$ cat src/rtl/simt_core.sv
// Multi-cycle predicated GPU lane core: fetch/decode, operand and predicate read,
// optional handshaked memory access, then a single execute/write-back cycle.
module simt_core #(
  parameter int DATA_W  = 16,
  parameter int PC_W    = 16,
  parameter int QUEUE_W = 4
) (
  input  logic               clk,
  input  logic               rst,
  output logic [PC_W-1:0]    pc,
  input  logic [31:0]        instr,
  input  logic               hold,
  output logic               request_new_pc,
  input  logic               new_pc_valid,
  input  logic [PC_W-1:0]    new_pc,
  output logic [3:0]         readreg0,
  output logic [3:0]         readreg1,
  input  logic [DATA_W-1:0]  in_reg0,
  input  logic [DATA_W-1:0]  in_reg1,
  output logic               reg_wen,
  output logic [3:0]         reg_waddr,
  output logic [DATA_W-1:0]  reg_wval,
  output logic [1:0]         pred_raddr,
  input  logic               pred_val,
  output logic               pred_wen,
  output logic [1:0]         pred_waddr,
  output logic               pred_wval,
  output logic               mem_req,
  output logic               mem_we,
  output logic [DATA_W-1:0]  mem_addr,
  output logic [DATA_W-1:0]  mem_wdata,
  input  logic               mem_ack,
  input  logic [DATA_W-1:0]  mem_rdata,
  output logic               queue_wen,
  output logic [QUEUE_W-1:0] queue_number,
  output logic               halted
);

  localparam logic [4:0] OP_LD    = 5'd0;
  localparam logic [4:0] OP_ST    = 5'd1;
  localparam logic [4:0] OP_MUL   = 5'd2;
  localparam logic [4:0] OP_ADD   = 5'd3;
  localparam logic [4:0] OP_SUB   = 5'd4;
  localparam logic [4:0] OP_SHR   = 5'd5;
  localparam logic [4:0] OP_SHL   = 5'd6;
  localparam logic [4:0] OP_AND   = 5'd7;
  localparam logic [4:0] OP_NOT   = 5'd8;
  localparam logic [4:0] OP_XOR   = 5'd9;
  localparam logic [4:0] OP_OR    = 5'd10;
  localparam logic [4:0] OP_NAND  = 5'd11;
  localparam logic [4:0] OP_LDI   = 5'd12;
  localparam logic [4:0] OP_SETP  = 5'd13;
  localparam logic [4:0] OP_QPR   = 5'd14;
  localparam logic [4:0] OP_QPI   = 5'd15;
  localparam logic [4:0] OP_YIELD = 5'd16;
  localparam logic [4:0] OP_BRA   = 5'd17;
  localparam logic [4:0] OP_HALT  = 5'd18;

  typedef enum logic [2:0] {S_IDLE, S_DEC, S_REG, S_MEM, S_EXEC, S_HALT} state_t;

  state_t            state;
  logic [1:0]        pidx;
  logic              pneg;
  logic [4:0]        op;
  logic [3:0]        ra, rb, rd;
  logic [15:0]       imm;
  logic [DATA_W-1:0] va, vb, ldata;
  logic              ok;
  logic              ok_now, exec_ok;
  logic [DATA_W-1:0] imm_d;

  assign ok_now  = (pidx == 2'd0) | (pred_val ^ pneg);
  assign imm_d   = DATA_W'(imm);
  assign exec_ok = (state == S_EXEC) && ok;

  always_ff @(posedge clk) begin
    if (rst) begin
      state <= S_IDLE;
      pc    <= '0;
      pidx  <= '0;
      pneg  <= 1'b0;
      op    <= '0;
      ra    <= '0;
      rb    <= '0;
      rd    <= '0;
      imm   <= '0;
      va    <= '0;
      vb    <= '0;
      ldata <= '0;
      ok    <= 1'b0;
    end else begin
      case (state)
        S_IDLE: if (new_pc_valid) begin
          pc    <= new_pc;
          state <= S_DEC;
        end
        S_DEC: if (!hold) begin
          pidx  <= instr[31:30];
          pneg  <= instr[29];
          op    <= instr[28:24];
          ra    <= instr[23:20];
          rb    <= instr[19:16];
          rd    <= instr[15:12];
          imm   <= instr[15:0];
          state <= S_REG;
        end
        S_REG: begin
          va    <= in_reg0;
          vb    <= in_reg1;
          ok    <= ok_now;
          // predicated-off memory ops skip the handshake entirely
          state <= (ok_now && (op == OP_LD || op == OP_ST)) ? S_MEM : S_EXEC;
        end
        S_MEM: if (mem_ack) begin
          if (op == OP_LD) ldata <= mem_rdata;
          state <= S_EXEC;
        end
        S_EXEC: begin
          if (ok && op == OP_YIELD)     state <= S_IDLE;
          else if (ok && op == OP_HALT) state <= S_HALT;
          else begin
            pc    <= (ok && op == OP_BRA) ? PC_W'(imm) : pc + 1'b1;
            state <= S_DEC;
          end
        end
        S_HALT: state <= S_HALT;
        default: state <= S_IDLE;
      endcase
    end
  end

  assign request_new_pc = (state == S_IDLE);
  assign halted         = (state == S_HALT);
  assign readreg0       = ra;
  assign readreg1       = rb;
  assign pred_raddr     = pidx;

  // request fields come from latched operands, so they hold steady across wait states
  assign mem_req   = (state == S_MEM);
  assign mem_we    = mem_req && (op == OP_ST);
  assign mem_addr  = (op == OP_ST) ? vb : va;
  assign mem_wdata = va;

  assign reg_wen    = exec_ok && (op == OP_LD || (op >= OP_MUL && op <= OP_LDI));
  assign reg_waddr  = rd;
  assign pred_wen   = exec_ok && (op == OP_SETP);
  assign pred_waddr = rd[1:0];
  assign pred_wval  = (va < vb);
  assign queue_wen  = exec_ok && (op == OP_QPR || op == OP_QPI);
  assign queue_number = (op == OP_QPI) ? QUEUE_W'(imm) : QUEUE_W'(va);

  always_comb begin
    reg_wval = '0;
    case (op)
      OP_LD:   reg_wval = ldata;
      OP_MUL:  reg_wval = va * vb;
      OP_ADD:  reg_wval = va + vb;
      OP_SUB:  reg_wval = va - vb;
      OP_SHR:  reg_wval = va >> vb;
      OP_SHL:  reg_wval = va << vb;
      OP_AND:  reg_wval = va & vb;
      OP_NOT:  reg_wval = ~va;
      OP_XOR:  reg_wval = va ^ vb;
      OP_OR:   reg_wval = va | vb;
      OP_NAND: reg_wval = ~(va & vb);
      OP_LDI:  reg_wval = imm_d;
      default: reg_wval = '0;
    endcase
  end

endmodule

$ cat config.mk
export PLATFORM = sky130hd
export DESIGN_NAME = simt_core
export DESIGN_NICKNAME = d
export VERILOG_FILES = /design/src/rtl/simt_core.sv
export SDC_FILE = /design/constraint.sdc
export NUM_CORES = 1
export LEC_CHECK = 0
export ABC_CLOCK_PERIOD_IN_PS = 8300
export CAP_MARGIN = 15
export CORE_MARGIN = 2
export CORE_UTILIZATION = 50
export CTS_CLUSTER_SIZE = 24
export DETAILED_ROUTE_END_ITERATION = 7
export PLACE_DENSITY = 0.75
export SETUP_SLACK_MARGIN = 0.1
export SLEW_MARGIN = 10
export SYNTH_ARGS = -nofsm -noshare
export SYNTH_HDL_FRONTEND = slang
export SYNTH_SLANG_ARGS = --single-unit
export TNS_END_PERCENT = 100
$ cat constraint.sdc
create_clock -name clk -period 8.3 [get_ports clk]
set_clock_uncertainty 0.15 [all_clocks]
set_input_delay 1.66 -clock clk [delete_from_list [all_inputs] [get_ports clk]]
set_output_delay 1.66 -clock clk [all_outputs]
set_load 0.02 [all_outputs]
## After elaboration in Yosys (flattened, before gate mapping)

Index checks and enable logic that the tools add are counted.

| storage, ports and cells | value |
|---|---|
| logic and storage cells | 94 |
| bits in registers | 104 |
| memory bits (read-only) | 0 |
| bits in latches | 0 |
| input port bits | 102 |
| output and inout bits | 92 |
| memories kept | 0 |
| RAM bits | 0 |

| operators by class | value |
|---|---|
| bitwise operators | 8 |
| magnitude comparators | 3 |
| shift-type cells | 2 |
| div/mod/pow operators | 0 |
| muxes and demuxes | 15 |
| multiply operators | 1 |
| equal/unequal tests | 28 |
| add/sub/neg operators | 3 |
| reductions and logical operators | 21 |

Operators with widths:

| cell | number |
|---|---|
| $pmux 16 s12 | 1 |
| $mux 16 | 5 |
| $eq 5x4->1 const B | 8 |
| $not 16->16 | 2 |
| $pmux 16 s2 | 1 |
| $eq 5x3->1 const B | 4 |
| $mux 3 | 6 |
| $pmux 3 s6 | 1 |
| $add 16x1->16 const B | 1 |
| $add 16x16->16 | 1 |
| $and 16x16->16 | 1 |
| $lt 16x16->1 | 1 |
| $mul 16x16->16 | 1 |
| $or 16x16->16 | 1 |
| $shl 16x16->16 | 1 |
| $shr 16x16->16 | 1 |
| $sub 16x16->16 | 1 |
| $xor 16x16->16 | 1 |
| $eq 5x5->1 const B | 3 |
| $eq 5x2->1 const B | 2 |
| $logic_and 1x1->1 | 10 |
| $eq 3x2->1 const B | 2 |
| $eq 3x3->1 const B | 2 |
| $ne 2x2->1 const B | 3 |
| 17 further kinds | 21 |

## Logic depth before layout (Yosys ltp)

| logic depth | value |
|---|---|
| depth in word-level cells | 6 |
| gate-level depth with buffers | 25 |
| gate-level depth less buffers | 21 |

## Least setup slack after synthesis

OpenSTA, ideal clock, no wires.

| timing path | value |
|---|---|
| path type | register to output |
| start | register vb[1] |
| end | output reg_wval[15] |
| arrival time | 5.769 ns |
| stages on the path, launching flop included | 22 |
| path slack | 0.721 ns |
| data required time | 6.490 ns |
| path buffers | 4 |
| path through | dfxtp_1 -> buf_2 -> buf_4 -> buf_2 -> buf_2 -> nand2_1 -> fa_1 -> fa_1 -> fa_1 -> fa_1 -> inv_1 -> fa_1 -> inv_1 -> fa_1 -> inv_1 -> ha_1 -> nand2_1 -> a21boi_0 -> a41o_1 -> o41ai_2 -> xnor2_1 -> o221ai_1 |

| between the ends | value |
|---|---|
| cells in the longest elaborated chain, start to end | 2 |
| elaborated cells on any way between the ends | 6 |
| classes of those cells | add/sub: 2; mul: 1; shift: 2; mux: 1 |

RTL lines:

| item | RTL line | RTL |
|---|---|---|
| start, declared | 67 | `logic [DATA_W-1:0] va, vb, ldata;` |
| start signal, assigned | 109 | `vb <= in_reg1;` |
| $mul 16x16->16, or another cell as far along | 156 | `OP_MUL: reg_wval = va * vb;` |
| $pmux 16 s12 (*) | 154 | `case (op)` |
| end, declared | 22 | `output logic [DATA_W-1:0] reg_wval,` |

Every way passes the cells marked *; elsewhere a longest branch is shown, timed or not.

## Worst setup path in the final report

| timing path | value |
|---|---|
| start | register vb[1] |
| end | output reg_wval[10] |

The elaborated chain is that of the path after synthesis.

==> run summary <==
status: complete, no violations
Worst EP arrival: 6100 ps
clk slew on worst S/H paths: 70 ps
Fin. Hold Viols: 0
crit-path cells: buf_4 -> nand2_1 -> fa_1 -> inv_1 -> ha_1 -> ha_1 -> fa_1 -> ha_1 -> inv_1 -> fa_1 -> inv_1 -> ha_1 -> and2_1 -> a31oi_1 -> a21oi_1 -> a21oi_1 -> xor2_1 -> o221ai_1 -> clkdlybuf4s50_1
CTS Buf Count: 9
vias in the first global route: 12400
drt pass-1 iters: 8
nets: 2099
latest clock arrival within the worst-skew pair: 360 ps
DP Area: 14400 um^2
Post-Route WL: 46400 um
Layout fillers: 2201
Via density: 6.07
IO Pins: 194
post-synthesis sequential area ratio: 16.3%
Final Slew Violations: 0
PD cells: 152 nW/um^2
Initial Utilization: 50.6%
DRC Markers: 0
share of cells above drive strength 1: 5.98%
gr usage total: 35.4%
CP endpoint kind: output pin
final period utilization: 95.3%
final core occ: 60.8%
dpl cells: 2127
Post-synth EDFFs: 0
CTS tree: yes
P_leak: 5.82 nW
# rows: 57
initial DRC count: 1575
CP dominant cell by count: ha_1
full die area: 25800 um^2
Post-Syn Nets: 1971
Worst path top cell family by delay: adder cells
FF-to-FF setup slack: 5460 ps
first-pass GRT wire length: 71100 um
largest net degree at the start of global routing: 85
Mapped Cells: 1689
setup violators final: 0
CTS Root Cell: clkbuf_16
Avg Synthesized Cell Area: 7.25 um^2
Setup WS pre-CTS: 331 ps
vias: 13000
critical path launch point type: flop
most common cell after layout, fill and taps aside: nand2_1
Worst Max-Slew Pin Slew: 1150 ps
routability congestion estimate: 0.992
Horiz. Die Dim: 160 um
ys flop type: dfxtp_1
Largest stage delay, worst path: 600 ps
initial antenna violation count: 0
routed length per instance: 21.6 um
max-cap viol count: 0
Buffers on Ports: 193
CP Max Fanout: 44
Clock Tree Buf Depth: 2
area grow syn2layout: 20.1%
CORE AREA: 24200 um^2
H-tree Lvls: 3
CTS Sinks: 100
diodes inserted: 0
final instance area: 14700 um^2
worst setup margin: 388 ps
RSZ-0062 raised after global routing: no
slew margin rel.: 23.3%
Hold Crit Class: flop to flop
FF+latch count, synth: 100
CTS Hold Bufs: 0
setup tns final: 0 ps
synth unique cells: 78
CP bufs+invs: 5
post-detail-place hpwl: 36300 um
ys async rst share: 0%
Die H: 160 um
remaining antenna violation count after routing: 0
Synth warnings: 0
Non-Filler Instances: 2146
global route overflow: 0
Post-Syn Area: 12200 um^2
crit path time final: 7910 ps
most frequent cells in the layout: nand2_1, clkdlybuf4s50_1, nor2_1
critical path class: flop to output pin
CP Data Required Time: 6490 ps
CP max stage cell: clkdlybuf4s50_1
fmax: 126 MHz
VDD IR-drop max: 0.147 mV
where the power goes:
group	internal, mW	total (mW)	switching (mW)	leakage (nW)
clock network	0.211	0.427	0.217	0.138
registers	0.535	0.624	0.0895	0.814
logic	0.451	1.19	0.736	4.87
worst min-delay path, stage by stage, from the launching register on:
cell     delay [ps]
dfxtp_1         310
nand2_1          50
a21oi_1          50
metrics by stage:
stage | power, mW | hold WS (ps)
detailed placement | 1.78 | 297
CTS | 2.21 | 305
global route | 2.35 | 325
finish | 2.24 | 304
global placement | 1.78 | 291
floorplan | 1.32 | 284
routing by layer:
metal / GRT usage [%] / share of wire, % / wire, um / vias up
li1: - / - / - / 5941
met1: 47.7 / 40 / 18700 / 6072
met2: 52.7 / 43 / 19900 / 843
met3: 9.92 / 12 / 5440 / 165
met4: 16.6 / 5.2 / 2400 / 0
met5: 0 / 0 / 0 / -
state kept, by name, summed over array words and instances (netlist names):
name / flops
state: 3
pneg: 1
pc: 16
readreg1: 4
vb: 16
mem_wdata: 16
readreg0: 4
ldata: 16
pred_raddr: 2
imm: 12
ok: 1
reg_waddr: 4
op: 5
path summary, 6_finish.rpt:
check	start	end	cells after the start
setup / recovery	vb[1]	reg_wval[10]	19
hold / removal	readreg0[2]	readreg0[2]	2
setup reg to reg	op[1]	ldata[2]	5
hold reg to reg	readreg0[2]	readreg0[2]	2
area by class of cell:
type | instances | area [um^2] | share of cell area (%)
clock buffers | 10 | 229 | 1.56
clock inverters | 6 | 61.3 | 0.417
inverters | 164 | 619 | 4.21
multi-input cells | 1299 | 9070 | 61.7
flip-flops and latches | 100 | 2000 | 13.6
well taps | 324 | 405 | 2.76
repair buffers | 243 | 2310 | 15.7
cell families (layout without fill, tap and decap cells):
kind of cell / after synthesis / count (layout) / share of synthesized area, %
buffers and inverters: 290 / 423 / 9.64
XOR/XNOR: 54 / 54 / 3.86
flip-flops: 100 / 100 / 16.3
adder cells (fa/ha/maj): 180 / 180 / 23.4
multiplexers: 37 / 37 / 3.90
AND/OR/NAND/NOR: 618 / 618 / 21.3
AO/OA/AOI/OAI: 410 / 410 / 21.5
cells in the mapped netlist (7+ instances only):
| cell type | number | area share, % |
|---|---|---|
| buf_4 | 11 | 0.67 |
| clkbuf_1 | 85 | 2.6 |
| a221oi_1 | 22 | 1.6 |
| o21ai_0 | 78 | 3.2 |
| nand2_1 | 317 | 9.7 |
| mux4_2 | 8 | 1.5 |
| xor2_1 | 19 | 1.4 |
| xnor2_1 | 35 | 2.5 |
| a221o_1 | 11 | 0.90 |
| nor2b_1 | 7 | 0.36 |
| buf_1 | 10 | 0.31 |
| inv_1 | 155 | 4.8 |
| or3_1 | 7 | 0.36 |
| buf_2 | 15 | 0.61 |
| nand3_1 | 21 | 0.86 |
| dfxtp_1 | 100 | 16 |
| o22ai_1 | 15 | 0.77 |
| and3_1 | 9 | 0.46 |
| fa_1 | 82 | 13 |
| and2_1 | 8 | 0.41 |
| nor3_1 | 25 | 1.0 |
| o211ai_1 | 9 | 0.55 |
| a21oi_1 | 156 | 6.4 |
| a211oi_1 | 40 | 2.5 |
| nand2b_1 | 9 | 0.46 |
| nor2_1 | 181 | 5.5 |
| o221ai_1 | 7 | 0.50 |
| mux2i_1 | 23 | 1.9 |
| a211o_1 | 9 | 0.64 |
| ha_1 | 98 | 10 |
| a21o_1 | 7 | 0.43 |
| clkinv_1 | 8 | 0.25 |
what timing repair did:
action / in CTS / in global routing
buffers inserted: 0 / 0
gates cloned: 0 / 0
endpoints found under the setup margin: 4 / 4
gates resized for setup: 6 / 7
(Power assumes the default switching activity.)
